==> src/rtl/llc_rsp_merge.sv <==
// N-channel LLC response merge: per-channel FIFOs drained round-robin into one output register.
// Optional counters enabled by defining LLC_RSP_MERGE_STATS_EN.
module llc_rsp_merge #(
  parameter int NUM_CH     = 2,
  parameter int DATA_W     = 64,
  parameter int FIFO_DEPTH = 2,
  parameter int CH_W       = (NUM_CH > 1) ? $clog2(NUM_CH) : 1
) (
  input  logic                     clk,
  input  logic                     rst,
  input  logic [NUM_CH-1:0]        in_valid,
  output logic [NUM_CH-1:0]        in_ready,
  input  logic [NUM_CH*DATA_W-1:0] in_data,
  output logic                     out_valid,
  input  logic                     out_ready,
  output logic [DATA_W-1:0]        out_data,
  output logic [CH_W-1:0]          out_ch_id
`ifdef LLC_RSP_MERGE_STATS_EN
  ,
  output logic [31:0]              stall_cnt,
  output logic [NUM_CH*16-1:0]     grant_cnt
`endif
);

  localparam int AW = $clog2(FIFO_DEPTH);
  localparam int CW = AW + 1;

  logic [DATA_W-1:0] mem    [NUM_CH][FIFO_DEPTH];
  logic [AW-1:0]     rd_ptr [NUM_CH];
  logic [AW-1:0]     wr_ptr [NUM_CH];
  logic [CW-1:0]     cnt    [NUM_CH];

  logic [NUM_CH-1:0] full;
  logic [NUM_CH-1:0] nonempty;
  logic [NUM_CH-1:0] push;
  logic [NUM_CH-1:0] pop;
  logic [CH_W-1:0]   rr_ptr;
  logic [CH_W-1:0]   gnt;
  logic [CH_W-1:0]   rr_nxt;
  logic [CH_W:0]     idx;
  logic [CH_W:0]     nxt;
  logic              gnt_vld;
  logic              load_en;

  always_comb begin
    full     = '0;
    nonempty = '0;
    for (int k = 0; k < NUM_CH; k++) begin
      full[k]     = (cnt[k] == CW'(FIFO_DEPTH));
      nonempty[k] = (cnt[k] != '0);
    end
  end

  // Ready depends only on registered occupancy (and reset), never on out_ready.
  assign in_ready = rst ? '0 : ~full;
  assign push     = in_valid & in_ready;
  assign load_en  = !out_valid || out_ready;

  always_comb begin
    gnt     = '0;
    gnt_vld = 1'b0;
    idx     = '0;
    for (int i = 0; i < NUM_CH; i++) begin
      idx = {1'b0, rr_ptr} + (CH_W+1)'(i);
      if (idx >= (CH_W+1)'(NUM_CH))
        idx = idx - (CH_W+1)'(NUM_CH);
      if (!gnt_vld && nonempty[idx[CH_W-1:0]]) begin
        gnt     = idx[CH_W-1:0];
        gnt_vld = 1'b1;
      end
    end
  end

  always_comb begin
    nxt = {1'b0, gnt} + (CH_W+1)'(1);
    if (nxt >= (CH_W+1)'(NUM_CH))
      nxt = '0;
    rr_nxt = nxt[CH_W-1:0];
  end

  always_comb begin
    pop = '0;
    if (load_en && gnt_vld)
      pop[gnt] = 1'b1;
  end

  // Storage carries no reset; validity is tracked by the counts.
  always_ff @(posedge clk) begin
    for (int k = 0; k < NUM_CH; k++)
      if (push[k])
        mem[k][wr_ptr[k]] <= in_data[k*DATA_W +: DATA_W];
  end

  always_ff @(posedge clk) begin
    if (rst) begin
      for (int k = 0; k < NUM_CH; k++) begin
        rd_ptr[k] <= '0;
        wr_ptr[k] <= '0;
        cnt[k]    <= '0;
      end
      rr_ptr    <= '0;
      out_valid <= 1'b0;
      out_data  <= '0;
      out_ch_id <= '0;
    end else begin
      for (int k = 0; k < NUM_CH; k++) begin
        if (push[k])
          wr_ptr[k] <= wr_ptr[k] + AW'(1);
        if (pop[k])
          rd_ptr[k] <= rd_ptr[k] + AW'(1);
        if (push[k] && !pop[k])
          cnt[k] <= cnt[k] + CW'(1);
        else if (!push[k] && pop[k])
          cnt[k] <= cnt[k] - CW'(1);
      end
      if (load_en) begin
        out_valid <= gnt_vld;
        if (gnt_vld) begin
          out_data  <= mem[gnt][rd_ptr[gnt]];
          out_ch_id <= gnt;
          rr_ptr    <= rr_nxt;
        end
      end
    end
  end

`ifdef LLC_RSP_MERGE_STATS_EN
  always_ff @(posedge clk) begin
    if (rst) begin
      stall_cnt <= '0;
      grant_cnt <= '0;
    end else begin
      if (out_valid && !out_ready && stall_cnt != '1)
        stall_cnt <= stall_cnt + 32'd1;
      for (int k = 0; k < NUM_CH; k++)
        if (pop[k])
          grant_cnt[k*16 +: 16] <= grant_cnt[k*16 +: 16] + 16'd1;
    end
  end
`endif

endmodule

==> config.mk <==
export PLATFORM = sky130hd
export DESIGN_NAME = llc_rsp_merge
export DESIGN_NICKNAME = d
export VERILOG_FILES = /design/src/rtl/llc_rsp_merge.sv
export SDC_FILE = /design/constraint.sdc
export NUM_CORES = 1
export LEC_CHECK = 0
export BUFFER_PORTS_ARGS = -buffer_cell sky130_fd_sc_hd__buf_2
export CAP_MARGIN = 25
export CORE_ASPECT_RATIO = 0.75
export CORE_MARGIN = 3
export CORE_UTILIZATION = 45
export CTS_CLUSTER_DIAMETER = 120
export DETAILED_ROUTE_END_ITERATION = 10
export HOLD_SLACK_MARGIN = 0.08
export MAX_ROUTING_LAYER = met4
export PLACE_DENSITY = 0.68
export SLEW_MARGIN = 15
export SYNTH_ARGS = -nofsm -noshare
export SYNTH_HDL_FRONTEND = slang
export SYNTH_SLANG_ARGS = --single-unit
export TNS_END_PERCENT = 1
==> constraint.sdc <==
create_clock -name clk -period 6.6 [get_ports clk]
set_clock_uncertainty 0.15 [all_clocks]
set_input_delay 0.99 -clock clk [delete_from_list [all_inputs] [get_ports clk]]
set_output_delay 0.99 -clock clk [all_outputs]
set_load 0.02 [all_outputs]
## Word-level counts from Yosys, hierarchy flattened

Memories as Yosys holds them, arrays and structs flattened.
Index checks and enable logic that the tools add are counted.

| word-level totals | value |
|---|---|
| bits in writable memories | 264 |
| input bits | 133 |
| bits in registers | 67 |
| output and inout bits | 68 |
| memories kept | 4 |
| word-level logic and storage cells | 126 |

| operators by class | value |
|---|---|
| multiplexer cells | 60 |
| bitwise gates (word level) | 13 |
| eq/ne operators | 2 |
| reduce and logical (&&, ||, !) cells | 19 |
| $add $sub $neg | 12 |
| order comparisons | 12 |

Memory list:

| name | depth | bits a word | read ports | clocked after memory_dff | write ports | line | RTL |
|---|---|---|---|---|---|---|---|
| mem | 2 | 128 | 1 | 0 | 2 | 28 | `logic [DATA_W-1:0] mem [NUM_CH][FIFO_DEPTH];` |
| cnt | 2 | 2 | 2 | 0 | 2 | 31 | `logic [CW-1:0] cnt [NUM_CH];` |
| rd_ptr | 2 | 1 | 3 | 0 | 2 | 29 | `logic [AW-1:0] rd_ptr [NUM_CH];` |
| wr_ptr | 2 | 1 | 2 | 0 | 2 | 30 | `logic [AW-1:0] wr_ptr [NUM_CH];` |

Operator list:

| operator | number |
|---|---|
| 64-bit 2-to-1 mux | 5 |
| 128-bit 2-to-1 mux | 2 |
| 64-bit demux with 1-bit select | 2 |
| 1-bit 2-to-1 mux | 44 |
| 2-bit 2-to-1 mux | 6 |
| 2-bit greater-or-equal comparator (second input constant) | 5 |
| 1-bit logical AND | 9 |
| 1-bit bitwise OR | 8 |
| 1-bit logical NOT | 6 |
| 1-bit by 2-bit less-than comparator with 1-bit output (second input constant) | 3 |
| 1-bit NOT with 2-bit output | 3 |
| 1-bit adder (second input constant) | 4 |
| 1-bit by 1-bit adder with 2-bit output (second input constant) | 2 |
| 2-bit by 1-bit adder with 2-bit output (second input constant) | 2 |
| 2-bit == test (second input constant) | 2 |
| 2-bit by 1-bit less-than comparator with 1-bit output (second input constant) | 2 |
| 2-bit nonzero test | 2 |
| 2-bit by 1-bit subtractor with 2-bit output (second input constant) | 2 |
| 2-bit bitwise AND | 1 |
| 1-bit by 2-bit greater-or-equal comparator with 1-bit output (second input constant) | 1 |
| 2-bit NOT | 1 |
| 2-bit AND reduction | 1 |
| 1-bit subtractor (second input constant) | 2 |
| 1-bit demux with 1-bit select | 1 |
| 2 further kinds | 2 |

## Longest topological paths before layout

Gate-level depths: netlist (run 1).

| depth | value |
|---|---|
| depth after elaboration | 20 |
| mapped depth | 9 |
| gate-level depth less buffers | 7 |

## Worst setup path after synthesis (run 1)

OpenSTA, ideal clock, no wires.

| timing | value |
|---|---|
| kind | input -> register |
| from | in rst |
| to | mem mem[1][100] in the netlist's numbering (enable) |
| library setup time | 565 ps |
| path buffers | 1 |
| data required time | 5885 ps |
| stages on the path | 2 |
| path slack | 336 ps |
| arrival time | 5550 ps |
| cell sequence | buf_2 nor3_1 |

RTL lines:

| element | line | RTL |
|---|---|---|
| from (decl) | 10 | `input logic rst,` |
| to (decl) | 28 |  |

==> run_summary.xml, run 1 <==
<?xml version="1.0" encoding="UTF-8"?>
<metrics>
  <group name="run_status">
    <metric name="outcome" unit="">finished clean</metric>
  </group>
  <group name="critical_path">
    <metric name="crit_start" unit="">cnt[1][0]</metric>
    <metric name="cp_slowest_cell" unit="">sky130_fd_sc_hd__o311a_2</metric>
    <metric name="critical_path.max_stage_delay" unit="ns">0.74</metric>
    <metric name="setup.reg_to_reg.worst_slack" unit="ns">3.56</metric>
    <metric name="crit_fanout" unit="">38</metric>
    <metric name="path_class" unit="">reg2reg</metric>
    <metric name="timing.critical_path.from_type" unit="">flop</metric>
    <metric name="cp_num_buf_inv" unit="">2</metric>
    <metric name="path_delay_family" unit="">compound AO/OA/AOI/OAI gates</metric>
    <metric name="cp_data_arrival_time" unit="ns">3.14</metric>
    <metric name="critical_path.reg2reg.startpoint" unit="">cnt[1][0]</metric>
    <metric name="worst_setup_path_end_kind" unit="">flop</metric>
    <metric name="ordered_cell_list_for_the_critical_path" unit="">inv_1, ha_1, mux2i_1, o311a_2, buf_4, nand3_1, xnor2_1, nor2_1</metric>
    <metric name="worst-endpoint-required" unit="ns">6.70</metric>
  </group>
  <group name="run">
    <metric name="maxCapViolations" unit="">0</metric>
  </group>
  <group name="floorplanning">
    <metric name="placementRows" unit="">51</metric>
    <metric name="floorplan.die_area" unit="sq mm">0.0293</metric>
    <metric name="initial_core_util" unit="">0.465</metric>
    <metric name="die_width" unit="microns">197</metric>
    <metric name="core-area" unit="sq mm">0.0264</metric>
    <metric name="ios" unit="">201</metric>
    <metric name="die_height" unit="microns">149</metric>
  </group>
  <group name="routing">
    <metric name="finalWirelength" unit="mm">27.3</metric>
    <metric name="route.detailed.drc" unit="">0</metric>
    <metric name="vias" unit="">7109</metric>
    <metric name="detail-route-antenna-nets" unit="">0</metric>
    <metric name="routed_wire_length_per_instance" unit="microns">20.4</metric>
    <metric name="detail_route.vias_per_cell" unit="">5.31</metric>
    <metric name="drt_iter0_markers" unit="">453</metric>
    <metric name="drt_first_pass_iters" unit="">5</metric>
  </group>
  <group name="sta">
    <metric name="setup-violations-final" unit="">0</metric>
    <metric name="achievable-frequency" unit="MHz">329</metric>
    <metric name="tightestPinTransition" unit="ns">0.976</metric>
    <metric name="final.min_clock_period" unit="ns">3.04</metric>
    <metric name="layout_worst_path_cycle_share" unit="">0.460</metric>
    <metric name="worst_slew_margin_rel" unit="">0.349</metric>
    <metric name="finalHoldWorstSlack" unit="ns">0.310</metric>
    <metric name="number_of_hold_slack_violations_in_the_final_timing_report" unit="">0</metric>
    <metric name="setup_repair_after_global_routing_missed_its_margin" unit="">no</metric>
    <metric name="setup-tns-final" unit="ns">0</metric>
    <metric name="maxSlewViolCount" unit="">0</metric>
  </group>
  <group name="clocking">
    <metric name="clock_sinks" unit="">331</metric>
    <metric name="cts_root_buf" unit="">sky130_fd_sc_hd__clkbuf_16</metric>
    <metric name="cts_tree" unit="">done</metric>
    <metric name="ctsHtreeMaxLevel" unit="">2</metric>
    <metric name="cts.clk_slew.worst_paths" unit="ns">0.06</metric>
    <metric name="cts-buffers-inserted" unit="">34</metric>
    <metric name="post_cts_buffers" unit="">0</metric>
    <metric name="maximum_root_to_sink_buffer_count" unit="">3</metric>
    <metric name="post_cts_hold_buffer_count" unit="">0</metric>
    <metric name="clkLatencyLatePin" unit="ns">0.52</metric>
    <metric name="post_cts_resized" unit="">0</metric>
  </group>
  <group name="yosys">
    <metric name="yosys.area.top_type_share" unit="">0.645</metric>
    <metric name="library_cells_used_by_synthesis" unit="">32</metric>
    <metric name="mappedNetlistArea" unit="sq mm">0.0123</metric>
    <metric name="synthesis.instances" unit="">759</metric>
    <metric name="ys_ff_latch" unit="">331</metric>
    <metric name="synthesis.yosys.warnings" unit="">0</metric>
    <metric name="synth_seq_area_share" unit="">0.755</metric>
    <metric name="yosys-top-cells-area" unit="">sky130_fd_sc_hd__edfxtp_1 (65%), sky130_fd_sc_hd__dfxtp_1 (11%), sky130_fd_sc_hd__mux2i_1 (11%), sky130_fd_sc_hd__a32o_1 (5.2%), sky130_fd_sc_hd__nand2_1 (4.1%)</metric>
    <metric name="post-synth-top-area-cell" unit="">sky130_fd_sc_hd__edfxtp_1</metric>
    <metric name="avgSynthCellArea" unit="sq um">16.2</metric>
    <metric name="synth_nets" unit="">895</metric>
  </group>
  <group name="power">
    <metric name="power.total" unit="mW">6.54</metric>
    <metric name="power.static_leakage" unit="nW">5.59</metric>
    <metric name="vdd_ir_drop_max" unit="uV">282</metric>
    <metric name="pwr_density_cell" unit="mW/mm^2">443</metric>
  </group>
  <group name="place">
    <metric name="gpl.final_weighted_congestion" unit="">0.782</metric>
    <metric name="dpl.hpwl" unit="mm">16.3</metric>
    <metric name="buffer_ports.inserted" unit="">200</metric>
  </group>
  <group name="finish">
    <metric name="syn_to_final_growth" unit="%">20.1</metric>
    <metric name="layout.filler_cells" unit="">2143</metric>
    <metric name="final_core_occ" unit="">0.558</metric>
    <metric name="layout-drive-gt1-share" unit="">0.276</metric>
    <metric name="final_nets" unit="">1101</metric>
  </group>
  <group name="global_route">
    <metric name="gr-usage-all-layers" unit="">0.193</metric>
    <metric name="grt_first_pass_wirelength" unit="mm">41.8</metric>
    <metric name="total_grt_overflow" unit="">0</metric>
    <metric name="first_global_vias" unit="">7242</metric>
    <metric name="grt_antenna_before_repair" unit="">5</metric>
    <metric name="grt_start_max_net_pins" unit="">66</metric>
  </group>
  <group name="worst_hold_path">
    <metric name="holdCritStartpoint" unit="">out_data[24]</metric>
    <metric name="holdCritPathClass" unit="">reg2reg</metric>
  </group>
</metrics>
-- layer usage --
| layer | global-route usage | vias up | routed length (microns) |
|---|---|---|---|
| met5 | - | - | 0 |
| met4 | 0.0467 | 0 | 337 |
| met2 | 0.294 | 268 | 12400 |
| li1 | - | 3318 | - |
| met3 | 0.0526 | 33 | 2300 |
| met1 | 0.260 | 3490 | 12300 |
-- synth_stat cells --
cell type,number
sky130_fd_sc_hd__and2_1,3
sky130_fd_sc_hd__xnor2_1,4
sky130_fd_sc_hd__nor2b_1,5
sky130_fd_sc_hd__nor3b_1,1
sky130_fd_sc_hd__o311a_1,1
sky130_fd_sc_hd__a31oi_1,1
sky130_fd_sc_hd__inv_1,3
sky130_fd_sc_hd__or3_1,1
sky130_fd_sc_hd__nand2_1,134
sky130_fd_sc_hd__nor2_4,1
sky130_fd_sc_hd__nand2b_1,3
sky130_fd_sc_hd__or2_2,3
sky130_fd_sc_hd__dfxtp_1,67
sky130_fd_sc_hd__ha_1,3
sky130_fd_sc_hd__a32o_1,64
sky130_fd_sc_hd__buf_6,2
sky130_fd_sc_hd__a21oi_1,2
sky130_fd_sc_hd__nor3_2,1
sky130_fd_sc_hd__clkbuf_1,10
sky130_fd_sc_hd__a21o_1,1
sky130_fd_sc_hd__a21oi_2,1
sky130_fd_sc_hd__nor3_1,3
sky130_fd_sc_hd__mux2i_1,130
sky130_fd_sc_hd__buf_2,30
sky130_fd_sc_hd__buf_4,1
sky130_fd_sc_hd__and2b_1,1
sky130_fd_sc_hd__nor2_1,13
sky130_fd_sc_hd__nand3_1,2
sky130_fd_sc_hd__o21ai_0,2
sky130_fd_sc_hd__o22ai_1,1
sky130_fd_sc_hd__o21ai_1,1
sky130_fd_sc_hd__edfxtp_1,264
-- registers in the layout, summed over array words and instances (netlist names) --
signal	flops
mem	256
out_data	64
cnt	4
rd_ptr	2
wr_ptr	2
out_ch_id	1
out_valid	1
rr_ptr	1
-- path summary, 6_finish.rpt --
kind	end	depth (start not counted)
min	out_data[24]	1
max	cnt[0][1]	8
min reg2reg	out_data[24]	1
max reg2reg	cnt[0][1]	8
-- layout by cell type (no fill, tap or decap), types with 3 or more instances in the layout --
master	instances
sky130_fd_sc_hd__edfxtp_1	264
sky130_fd_sc_hd__buf_2	200
sky130_fd_sc_hd__nand2_1	134
sky130_fd_sc_hd__mux2i_1	130
sky130_fd_sc_hd__dfxtp_1	67
sky130_fd_sc_hd__a32o_1	64
sky130_fd_sc_hd__clkbuf_16	34
sky130_fd_sc_hd__nor2_1	12
sky130_fd_sc_hd__buf_4	11
sky130_fd_sc_hd__clkbuf_1	10
sky130_fd_sc_hd__diode_2	5
sky130_fd_sc_hd__nor2b_1	5
sky130_fd_sc_hd__xnor2_1	4
sky130_fd_sc_hd__clkbuf_8	4
sky130_fd_sc_hd__inv_1	3
sky130_fd_sc_hd__nand2b_1	3
sky130_fd_sc_hd__or2_2	3
sky130_fd_sc_hd__ha_1	3
sky130_fd_sc_hd__clkinv_1	3
-- cells by family after synthesis --
group / count (synthesis) / share of synthesized area
AO/OA/AOI/OAI: 74 / 0.0573
AND/OR/NAND/NOR: 171 / 0.0576
flip-flops: 331 / 0.755
adder cells (fa/ha/maj): 3 / 0.00306
buffers and inverters: 46 / 0.0186
multiplexers: 130 / 0.106
XOR/XNOR: 4 / 0.00285
-- power breakdown --
group	internal, mW	total (mW)	switching (mW)
Combinational	0.715	1.96	1.25
Clock	1.08	1.85	0.770
Sequential	2.59	2.72	0.132
Total	4.39	6.54	2.15
-- stage by stage --
stage	cell area, sq um	std cells	setup WS [ns]
floorplan	12300	759	0.336
global placement	13600	1271	3.13
detailed placement	13600	1271	3.08
CTS	14700	1332	3.52
global route	14700	1339	3.32
finish	14700	1339	3.56
-- layout make-up --
cell class | instances | area (sq um) | area share
tap | 344 | 430 | 0.0292
multi-input combinational | 382 | 2810 | 0.191
clock inverter | 13 | 139 | 0.00942
clock buffer | 48 | 943 | 0.0640
sequential | 331 | 9270 | 0.628
inverter | 3 | 11.3 | 0.000763
timing repair buffer | 213 | 1130 | 0.0767
antenna | 5 | 12.5 | 0.000848
No activity file was read; power rests on OpenSTA's default activity.
==> run 2: changes to the inputs <==
Settings changed: PLACE_DENSITY 0.68 to 0.66.
Clock period 6.6 ns to 2.9 ns, I/O delays scaled along.
==> run_summary.xml, run 2 (same netlist as run 1, synthesis figures left out) <==
<?xml version="1.0" encoding="UTF-8"?>
<metrics>
  <group name="critical_path">
    <metric name="worst_setup_path_end_kind" unit="">flop</metric>
    <metric name="critical_path.reg2reg.startpoint" unit="">cnt[1][0]</metric>
    <metric name="timing.critical_path.from_type" unit="">flop</metric>
    <metric name="r2r_end" unit="">cnt[0][1]</metric>
    <metric name="crit_fanout" unit="">27</metric>
    <metric name="timing.critical_path.to" unit="">cnt[0][1]</metric>
    <metric name="path_class" unit="">reg2reg</metric>
    <metric name="critical_path.max_stage_delay" unit="ns">0.52</metric>
    <metric name="cp_slowest_cell" unit="">sky130_fd_sc_hd__o311a_4</metric>
    <metric name="ordered_cell_list_for_the_critical_path" unit="">inv_1, ha_1, mux2i_1, o311a_4, o22ai_1, nor2_1</metric>
    <metric name="cp_data_arrival_time" unit="ns">2.37</metric>
    <metric name="worst-endpoint-required" unit="ns">2.99</metric>
    <metric name="crit_start" unit="">cnt[1][0]</metric>
    <metric name="setup.reg_to_reg.worst_slack" unit="ns">0.63</metric>
    <metric name="worst_r2r_path_depth" unit="">6</metric>
  </group>
  <group name="global_route">
    <metric name="grt_antenna_before_repair" unit="">2</metric>
    <metric name="total_grt_overflow" unit="">0</metric>
    <metric name="first_global_vias" unit="">7922</metric>
    <metric name="grt_first_pass_wirelength" unit="mm">45.3</metric>
    <metric name="grt_start_max_net_pins" unit="">50</metric>
    <metric name="gr-usage-all-layers" unit="">0.208</metric>
  </group>
  <group name="clocking">
    <metric name="cts_root_buf" unit="">sky130_fd_sc_hd__clkbuf_16</metric>
    <metric name="maximum_root_to_sink_buffer_count" unit="">3</metric>
    <metric name="cts_tree" unit="">done</metric>
    <metric name="post_cts_resized" unit="">0</metric>
    <metric name="cts-buffers-inserted" unit="">34</metric>
    <metric name="ctsHtreeMaxLevel" unit="">2</metric>
    <metric name="post_cts_buffers" unit="">0</metric>
    <metric name="post_cts_hold_buffer_count" unit="">128</metric>
    <metric name="clock_sinks" unit="">331</metric>
    <metric name="cts.clk_slew.worst_paths" unit="ns">0.06</metric>
    <metric name="clkLatencyLatePin" unit="ns">0.50</metric>
  </group>
  <group name="finish">
    <metric name="layout.filler_cells" unit="">2009</metric>
    <metric name="most_frequent_cells_in_the_layout" unit="">sky130_fd_sc_hd__edfxtp_1 (264), sky130_fd_sc_hd__buf_2 (200), sky130_fd_sc_hd__nand2_1 (134)</metric>
    <metric name="number_of_flip_flops_under_the_largest_register_name" unit="">256</metric>
    <metric name="syn_to_final_growth" unit="%">31.7</metric>
    <metric name="layout_commonest_cell" unit="">sky130_fd_sc_hd__edfxtp_1</metric>
    <metric name="final_nets" unit="">1236</metric>
    <metric name="final_core_occ" unit="">0.612</metric>
    <metric name="layout-drive-gt1-share" unit="">0.248</metric>
    <metric name="finalNonFillerCells" unit="">1473</metric>
    <metric name="postLayoutCellArea" unit="sq mm">0.0162</metric>
  </group>
  <group name="floorplanning">
    <metric name="initial_core_util" unit="">0.465</metric>
    <metric name="ios" unit="">201</metric>
    <metric name="placementRows" unit="">51</metric>
    <metric name="die_height" unit="microns">149</metric>
    <metric name="core-area" unit="sq mm">0.0264</metric>
    <metric name="floorplan.die_area" unit="sq mm">0.0293</metric>
    <metric name="die_width" unit="microns">197</metric>
  </group>
  <group name="place">
    <metric name="post-place-cells" unit="">1280</metric>
    <metric name="dpl.hpwl" unit="mm">17.1</metric>
    <metric name="buffer_ports.inserted" unit="">200</metric>
    <metric name="gpl.final_weighted_congestion" unit="">0.796</metric>
    <metric name="placed_area" unit="sq mm">0.0138</metric>
  </group>
  <group name="routing">
    <metric name="detail_route.vias_per_cell" unit="">5.20</metric>
    <metric name="routed_wire_length_per_instance" unit="microns">20.1</metric>
    <metric name="route.detailed.drc" unit="">0</metric>
    <metric name="drt_iter0_markers" unit="">461</metric>
    <metric name="detail-route-antenna-nets" unit="">0</metric>
    <metric name="drt_first_pass_iters" unit="">5</metric>
    <metric name="finalWirelength" unit="mm">29.6</metric>
    <metric name="vias" unit="">7663</metric>
  </group>
  <group name="sta">
    <metric name="finalHoldWorstSlack" unit="ns">0.112</metric>
    <metric name="maxSlewViolCount" unit="">0</metric>
    <metric name="tightestPinTransition" unit="ns">0.754</metric>
    <metric name="setup-violations-final" unit="">0</metric>
    <metric name="achievable-frequency" unit="MHz">440</metric>
    <metric name="layout_worst_path_cycle_share" unit="">0.784</metric>
    <metric name="number_of_hold_slack_violations_in_the_final_timing_report" unit="">0</metric>
    <metric name="worst_slew_margin_rel" unit="">0.498</metric>
    <metric name="setup_repair_after_global_routing_missed_its_margin" unit="">no</metric>
    <metric name="final.min_clock_period" unit="ns">2.27</metric>
  </group>
  <group name="run">
    <metric name="maxCapViolations" unit="">0</metric>
  </group>
  <group name="worst_hold_path">
    <metric name="holdCritStartpoint" unit="">rst</metric>
    <metric name="holdCritPathClass" unit="">in2reg</metric>
  </group>
  <group name="power">
    <metric name="power.total" unit="mW">15.2</metric>
    <metric name="vdd_ir_drop_max" unit="uV">822</metric>
    <metric name="power.static_leakage" unit="nW">6.19</metric>
    <metric name="pwr_density_cell" unit="mW/mm^2">941</metric>
  </group>
  <group name="run_status">
    <metric name="outcome" unit="">finished clean</metric>
  </group>
</metrics>
[run 2: stage by stage]
step                      setup TNS (ns)  worst slack [ns]
final                                  0             0.626
after global routing                   0             0.501
after CTS                              0             0.643
after detailed placement               0             0.660
after global placement                 0             0.687
after floorplan                    -7.33           -0.0730
[run 2: how the worst min path moves through the flow]
| stage | end | slack (ns) | depth (start not counted) |
|---|---|---|---|
| after floorplan | rr_ptr | 0.35 | 2 |
| after global placement | out_data[54] | 0.29 | 1 |
| after detailed placement | out_data[51] | 0.30 | 1 |
| after CTS | out_valid | 0.09 | 2 |
| after global routing | out_valid | 0.14 | 2 |
| final | out_valid | 0.11 | 2 |
[run 2: critical path, delay by kind of cell, from the launching register on]
kind	cells	cell delay, ns
AO/OA/AOI/OAI	2	0.96
flip-flops	1	0.39
adder cells (fa/ha/maj)	1	0.18
multiplexers	1	0.13
buffers and inverters	1	0.11
AND/OR/NAND/NOR	1	0.09
[run 2: where the power goes]
| part | switching (mW) | internal (mW) |
|---|---|---|
| logic | 2.98 | 1.86 |
| registers | 0.304 | 5.89 |
| clock network | 1.73 | 2.46 |
[run 2: layout make-up]
cell class | instances | area [sq um] | share of cell area
Tap cell | 344 | 430 | 0.0266
Clock buffer | 47 | 983 | 0.0608
Sequential cell | 331 | 9270 | 0.573
Antenna cell | 3 | 7.51 | 0.000464
Multi-Input combinational cell | 382 | 2830 | 0.175
Clock inverter | 15 | 96.3 | 0.00596
Inverter | 3 | 11.3 | 0.000696
Timing Repair Buffer | 348 | 2540 | 0.157
[run 2: routing by layer]
| layer | routed length (microns) | GRT usage | part of all wire | up-vias |
|---|---|---|---|---|
| met5 | 0 | - | 0 | - |
| met3 | 1790 | 0.0386 | 0.061 | 42 |
| li1 | - | - | - | 3595 |
| met4 | 482 | 0.0456 | 0.016 | 0 |
| met2 | 14100 | 0.332 | 0.48 | 223 |
| met1 | 13200 | 0.282 | 0.45 | 3803 |
